[src/rtl/booth_mac_pkg.sv]
// rtl/booth_mac_pkg.sv - shared state type and default parameters for booth_mac_ctrl
package booth_mac_pkg;

  typedef enum logic [2:0] {
    IDLE,
    LOAD,
    WAIT,
    CAP,
    OUT
  } mac_state_t;

  localparam int ACC_W_DEF      = 24;
  localparam int MUL_CYCLES_DEF = 8;

endpackage

[src/rtl/booth_mac_acc.sv]
// rtl/booth_mac_acc.sv - signed product accumulator; BOOTH_MAC_SAT_EN selects sticky saturation over wrap
module booth_mac_acc
  import booth_mac_pkg::*;
#(
  parameter int ACC_W = ACC_W_DEF
) (
  input  logic             clk,
  input  logic             rst_n,
  input  logic             add_en,
  input  logic             clear,
  input  logic [15:0]      prod,
  output logic [ACC_W-1:0] sum
);

  logic [ACC_W-1:0] prod_ext;

  assign prod_ext = ACC_W'($signed(prod));

`ifdef BOOTH_MAC_SAT_EN
  localparam logic [ACC_W-1:0] SUM_MAX = {1'b0, {(ACC_W-1){1'b1}}};
  localparam logic [ACC_W-1:0] SUM_MIN = {1'b1, {(ACC_W-1){1'b0}}};

  logic [ACC_W:0] ext_sum;
  logic           sat;

  // One guard bit: overflow iff the two top bits of the widened sum disagree.
  assign ext_sum = {sum[ACC_W-1], sum} + {prod_ext[ACC_W-1], prod_ext};

  always_ff @(posedge clk or negedge rst_n) begin
    if (!rst_n) begin
      sum <= '0;
      sat <= 1'b0;
    end else if (clear) begin
      sum <= '0;
      sat <= 1'b0;
    end else if (add_en && !sat) begin
      if (ext_sum[ACC_W] != ext_sum[ACC_W-1]) begin
        sat <= 1'b1;
        sum <= ext_sum[ACC_W] ? SUM_MIN : SUM_MAX;
      end else begin
        sum <= ext_sum[ACC_W-1:0];
      end
    end
  end
`else
  always_ff @(posedge clk or negedge rst_n) begin
    if (!rst_n) begin
      sum <= '0;
    end else if (clear) begin
      sum <= '0;
    end else if (add_en) begin
      sum <= sum + prod_ext;
    end
  end
`endif

endmodule

[src/rtl/booth_mac_ctrl.sv]
// rtl/booth_mac_ctrl.sv - sequencer/accumulator around the radix-2 Booth core; BOOTH_MAC_SAT_EN enables saturation
module booth_mac_ctrl
  import booth_mac_pkg::*;
#(
  parameter int ACC_W      = ACC_W_DEF,
  parameter int MUL_CYCLES = MUL_CYCLES_DEF
) (
  input  logic             clk,
  input  logic             rst_n,
  input  logic             in_valid,
  output logic             in_ready,
  input  logic [7:0]       in_a,
  input  logic [7:0]       in_b,
  input  logic             in_last,
  output logic             mul_start,
  output logic [7:0]       mul_multiplicand,
  output logic [7:0]       mul_multiplier,
  input  logic             mul_busy,
  input  logic [15:0]      mul_prod,
  output logic             out_valid,
  input  logic             out_ready,
  output logic [ACC_W-1:0] out_acc,
  output logic [7:0]       out_n,
  output logic             err
);

  localparam logic [3:0] WAIT_LOAD = 4'(MUL_CYCLES);

  mac_state_t state, next_state;
  logic [3:0] wait_cnt;
  logic       last_reg;
  logic       acc_add;
  logic       acc_clr;

  always_ff @(posedge clk or negedge rst_n) begin
    if (!rst_n) state <= IDLE;
    else        state <= next_state;
  end

  // in_ready is gated by rst_n so it reads 0 while reset is held.
  always_comb begin
    next_state = state;
    in_ready   = 1'b0;
    mul_start  = 1'b0;
    out_valid  = 1'b0;
    acc_add    = 1'b0;
    acc_clr    = 1'b0;
    case (state)
      IDLE: begin
        in_ready = rst_n;
        if (in_valid) next_state = LOAD;
      end
      LOAD: begin
        mul_start  = 1'b1;
        next_state = WAIT;
      end
      WAIT: begin
        if (wait_cnt == 4'd1) next_state = CAP;
      end
      CAP: begin
        acc_add    = 1'b1;
        next_state = last_reg ? OUT : IDLE;
      end
      OUT: begin
        out_valid = 1'b1;
        if (out_ready) begin
          acc_clr    = 1'b1;
          next_state = IDLE;
        end
      end
      default: next_state = IDLE;
    endcase
  end

  // The core's busy re-asserts after its count wraps, so time the run here and sample busy only in CAP.
  always_ff @(posedge clk or negedge rst_n) begin
    if (!rst_n) begin
      mul_multiplicand <= '0;
      mul_multiplier   <= '0;
      last_reg         <= 1'b0;
      wait_cnt         <= '0;
      out_n            <= '0;
      err              <= 1'b0;
    end else begin
      if (state == IDLE && in_valid) begin
        mul_multiplicand <= in_a;
        mul_multiplier   <= in_b;
        last_reg         <= in_last;
      end
      if (state == LOAD)      wait_cnt <= WAIT_LOAD;
      else if (state == WAIT) wait_cnt <= wait_cnt - 4'd1;
      if (acc_add && out_n != 8'hFF) out_n <= out_n + 8'd1;
      else if (acc_clr)              out_n <= '0;
      if (acc_add && mul_busy) err <= 1'b1;
    end
  end

  booth_mac_acc #(
    .ACC_W(ACC_W)
  ) u_acc (
    .clk    (clk),
    .rst_n  (rst_n),
    .add_en (acc_add),
    .clear  (acc_clr),
    .prod   (mul_prod),
    .sum    (out_acc)
  );

endmodule

[config.mk]
export PLATFORM = sky130hd
export DESIGN_NAME = booth_mac_ctrl
export DESIGN_NICKNAME = d
export VERILOG_FILES = /design/src/rtl/booth_mac_pkg.sv /design/src/rtl/booth_mac_acc.sv /design/src/rtl/booth_mac_ctrl.sv
export SDC_FILE = /design/constraint.sdc
export NUM_CORES = 1
export LEC_CHECK = 0
export BUFFER_PORTS_ARGS = -buffer_cell sky130_fd_sc_hd__buf_4
export CAP_MARGIN = 15
export CORE_MARGIN = 10
export CORE_UTILIZATION = 30
export DETAILED_ROUTE_END_ITERATION = 16
export HOLD_SLACK_MARGIN = 0.06
export RECOVER_POWER = 100
export SYNTH_ARGS = -nofsm -noshare
export SYNTH_HDL_FRONTEND = slang
export SYNTH_SLANG_ARGS = --single-unit
[constraint.sdc]
create_clock -name clk -period 3.1 [get_ports clk]
set_clock_uncertainty 0.2 [all_clocks]
set_input_delay 0.31 -clock clk [delete_from_list [all_inputs] [get_ports clk]]
set_output_delay 0.31 -clock clk [all_outputs]
set_load 0.005 [all_outputs]
==> metrics.md <==
| Metric | Value |
|---|---|
| Pre-CTS setup slack | ~79 ps |
| Asr flop ratio synth | 100% |
| FMAX | approximately 0.34 GHz |
| Vias in the first global route | between 3000 and 4000 |
| FF/Latch Area | around 0.0014 sq mm |
| Bufs on Longest Clock Path | 2 |
| Share of the synthesized area in the top cell type | 39.9% |
| Fin cells | approximately 640 |
| Distinct cells, synth | 50 |
| Register area share after synthesis | between 30% and 40% |
| Total CTS buffers | 9 |
| Multi-input gate area | about 0.0020 sq mm |
| Drt total wl | just under 10000 um |
| Complex-gate fraction of the synthesized area | 20.1% |
| Final setup viols | 0 |
| Failing checks | capacitance limit |
| Clock latency on the worst-skew pair | roughly 330 ps |
| Grt total ovfl | 0 |
| Adder-cell share of the synthesized area | just under 10% |
| Post-layout min period | ~3000 ps |
| Static Leak | between 2 and 2.5 nW |
| Critical path data arrival time | 2970 ps |
| GRT Overall Usage | 12.0% |
| Die area | ~0.017 sq mm |
| DRC | 0 |
| Syn-to-layout area delta | 36.6% |
| Synth Flop Type | dfrtp_1 |
| Yosys reg bits | between 50 and 60 |
| Vias per inst | approximately 5 |
| Post-DP HPWL | 7120 um |
| Headroom to the max-slew limit | less than 1% |
| Largest family of logic cells by synthesized area | compound AO/OA/AOI/OAI gates |
| Syn_area_per_cell | between 9 and 10 sq um |
| CP Capture Type | flop |
| Clock root buffer | clkbuf_16 |
| Largest register FFs | 24 |
| Cell taking the most area after synthesis | dfrtp_1 |
| Placed Instances | between 600 and 700 |
| Final Hold Vio Count | 0 |
| Clock sinks | 57 |
| Fraction of layout instances using a drive strength above 1 | between 20% and 30% |
| Initial drt markers | 134 |
| Total Power | about 0.005 W |
| RSZ-0062 raised after global routing | false |
| Worst Path Required | 3110 ps |
| Crit path max fanout | 4 |
| First-pass GRT wire length | approximately 16000 um |
| Drt pass-1 iters | 5 |
| Post-synth EDFFs | 0 |
| Largest Register | u_acc.sum |
| Worst min-delay path class | in2reg |
| CTS tree | built |
| Synth Net Count | roughly 450 |
| Synth Area in XOR/XNOR | roughly 4.7% |
| Total vias in the final route | 3216 |
| Final nets | 560 |
| Area contributors post-synth | dfrtp_1, ha_1, o21ai_0 |
| Core Area | between 0.01 and 0.015 sq mm |
| Max H-tree Level | 3 |
| Die H | ~130 um |
| Setup ws final | 140 ps |
| IO buf count | 89 |
| Antenna diodes | 0 |
| Post-route antenna net violation count | 0 |
| Status | finished, violations left |
| Pwr dens | roughly 1000 mW/mm^2 |
| Syn Std Cell Area | about 0.0036 sq mm |
| Kind of critical path | reg2reg |
| Peak VDD IR | around 490 uV |
| Post-Synth Simple-Gate Area | approximately 16% |
| Initial antenna violation count | 0 |
| Top-level I/O count | 90 |
| Clk slew on worst S/H paths | about 50 ps |
| GP Congestion | 0.857 |
| Max Slew Vio Count | 0 |
| Die width | 129 um |
| Drt wl/cell | around 15 um |
| Worst setup SP type | flop |
| Largest net degree at the start of global routing | between 50 and 60 |
| Starting density of the core | a little under a third |
| Fillcell total | 1160 |
| Period Utilization, post-route | between 90% and 100% |
| Mux contribution to synthesized area | under 10% |
| Worst slew pin tran | about 1500 ps |
| Synth Warn # | 0 |
| Max Cap Viol | 1 |
| Cells after Synth | 380 |
| Fin util | 42.3% |
| Final setup TNS | 0 ps |
| Row count | 39 |
[through the flow]
step | area [sq um] | hold slack (ps)
6_report | 4890 | 102
5_1_grt | 4890 | 92.0
4_1_cts | 4990 | 108
3_5_place_dp | 4440 | 249
3_3_place_gp | 4440 | 243
2_1_floorplan | 3580 | -186
[critical path, stage by stage (launching register included)]
cell and delay [ps]:
dfrtp_1 390, ha_1 230, fa_1 420, a21oi_2 190
o211ai_1 200, and3_1 260, a311oi_4 300, a21oi_2 130
nor4b_2 170, or3_1 340
[layout by cell type, fill, tap and decap left out, drive strengths merged, types with 2 or more instances in the layout]
cell type	netlist	final
clkbuf	10	69
dfrtp	57	57
nand2	50	50
o21ai	44	44
buf	5	41
a21oi	27	27
ha	26	26
nor2	24	24
dlygate4sd3	0	20
mux2	18	18
a21o	14	14
xor2	10	10
xnor2	9	9
inv	8	8
and3	8	8
nand3	7	7
nand4	6	6
o211ai	6	6
nor3	5	5
mux2i	5	5
a22o	4	4
a31oi	4	4
nand2b	3	3
nor2b	3	3
o21a	3	3
bufinv	0	3
nor3b	2	2
o31ai	2	2
a211oi	2	2
or3	2	2
nor4b	2	2
[path summary, 6_finish.rpt]
kind	start	to	slack, ps	depth (start not counted)
max	u_acc.sum[0]	u_acc.sum[20]	140	9
min	in_valid	state[0]	100	3
max reg2reg	u_acc.sum[0]	u_acc.sum[20]	140	9
min reg2reg	err	err	260	1
max in group asynchronous	rst_n	mul_multiplier[6]	950	3
min in group asynchronous	rst_n	mul_multiplier[1]	860	3
[cells by family (layout without fill, tap and decap cells)]
logic type | count (synthesis) | in the layout
AND/OR/NAND/NOR | 117 | 117
adder cells (fa/ha/maj) | 27 | 27
flip-flops | 57 | 57
multiplexers | 23 | 23
buffers and inverters | 23 | 143
XOR/XNOR | 19 | 19
AO/OA/AOI/OAI | 114 | 114
[what timing repair did]
action | 4_1_cts | 5_1_grt
gates resized for setup | 0 | 1
hold endpoints to repair | 76 | 0
hold buffers | 20 | 0
setup endpoints to repair | 0 | 2
buffers inserted | 0 | 0
[area by class of cell]
class | count | area share [%]
multi-input combinational | 300 | 41.9
sequential | 57 | 29.2
timing repair buffer | 119 | 17.6
clock buffer | 11 | 4.97
tap | 143 | 3.66
clock inverter | 5 | 2.10
inverter | 8 | 0.614
[synthesized netlist by cell type, drive strengths merged (5+ instances only)]
| master | instances |
|---|---|
| xor2 | 10 |
| a21o | 14 |
| buf | 5 |
| nor2 | 24 |
| o21ai | 44 |
| mux2i | 5 |
| inv | 8 |
| mux2 | 18 |
| nor3 | 5 |
| a21oi | 27 |
| nand4 | 6 |
| dfrtp | 57 |
| nand3 | 7 |
| clkbuf | 10 |
| ha | 26 |
| o211ai | 6 |
| nand2 | 50 |
| and3 | 8 |
| xnor2 | 9 |
[routing by layer]
metal	routed length, um	share of wire (%)	up-vias	track usage (%)
met4	203	2.1	0	5.02
li1	-	-	1603	-
met3	492	5.0	17	3.71
met2	4870	49	76	19.8
met5	0	0	-	0
met1	4280	44	1520	14.2
[report_power, final]
group	leakage [nW]	internal (W)	switching, W
Combinational	1.42	0.00118	0.00128
Sequential	0.706	0.00110	0.000290
Clock	0.166	0.000805	0.000354
Total	2.29	0.00308	0.00192
No activity file was read; power rests on OpenSTA's default activity.
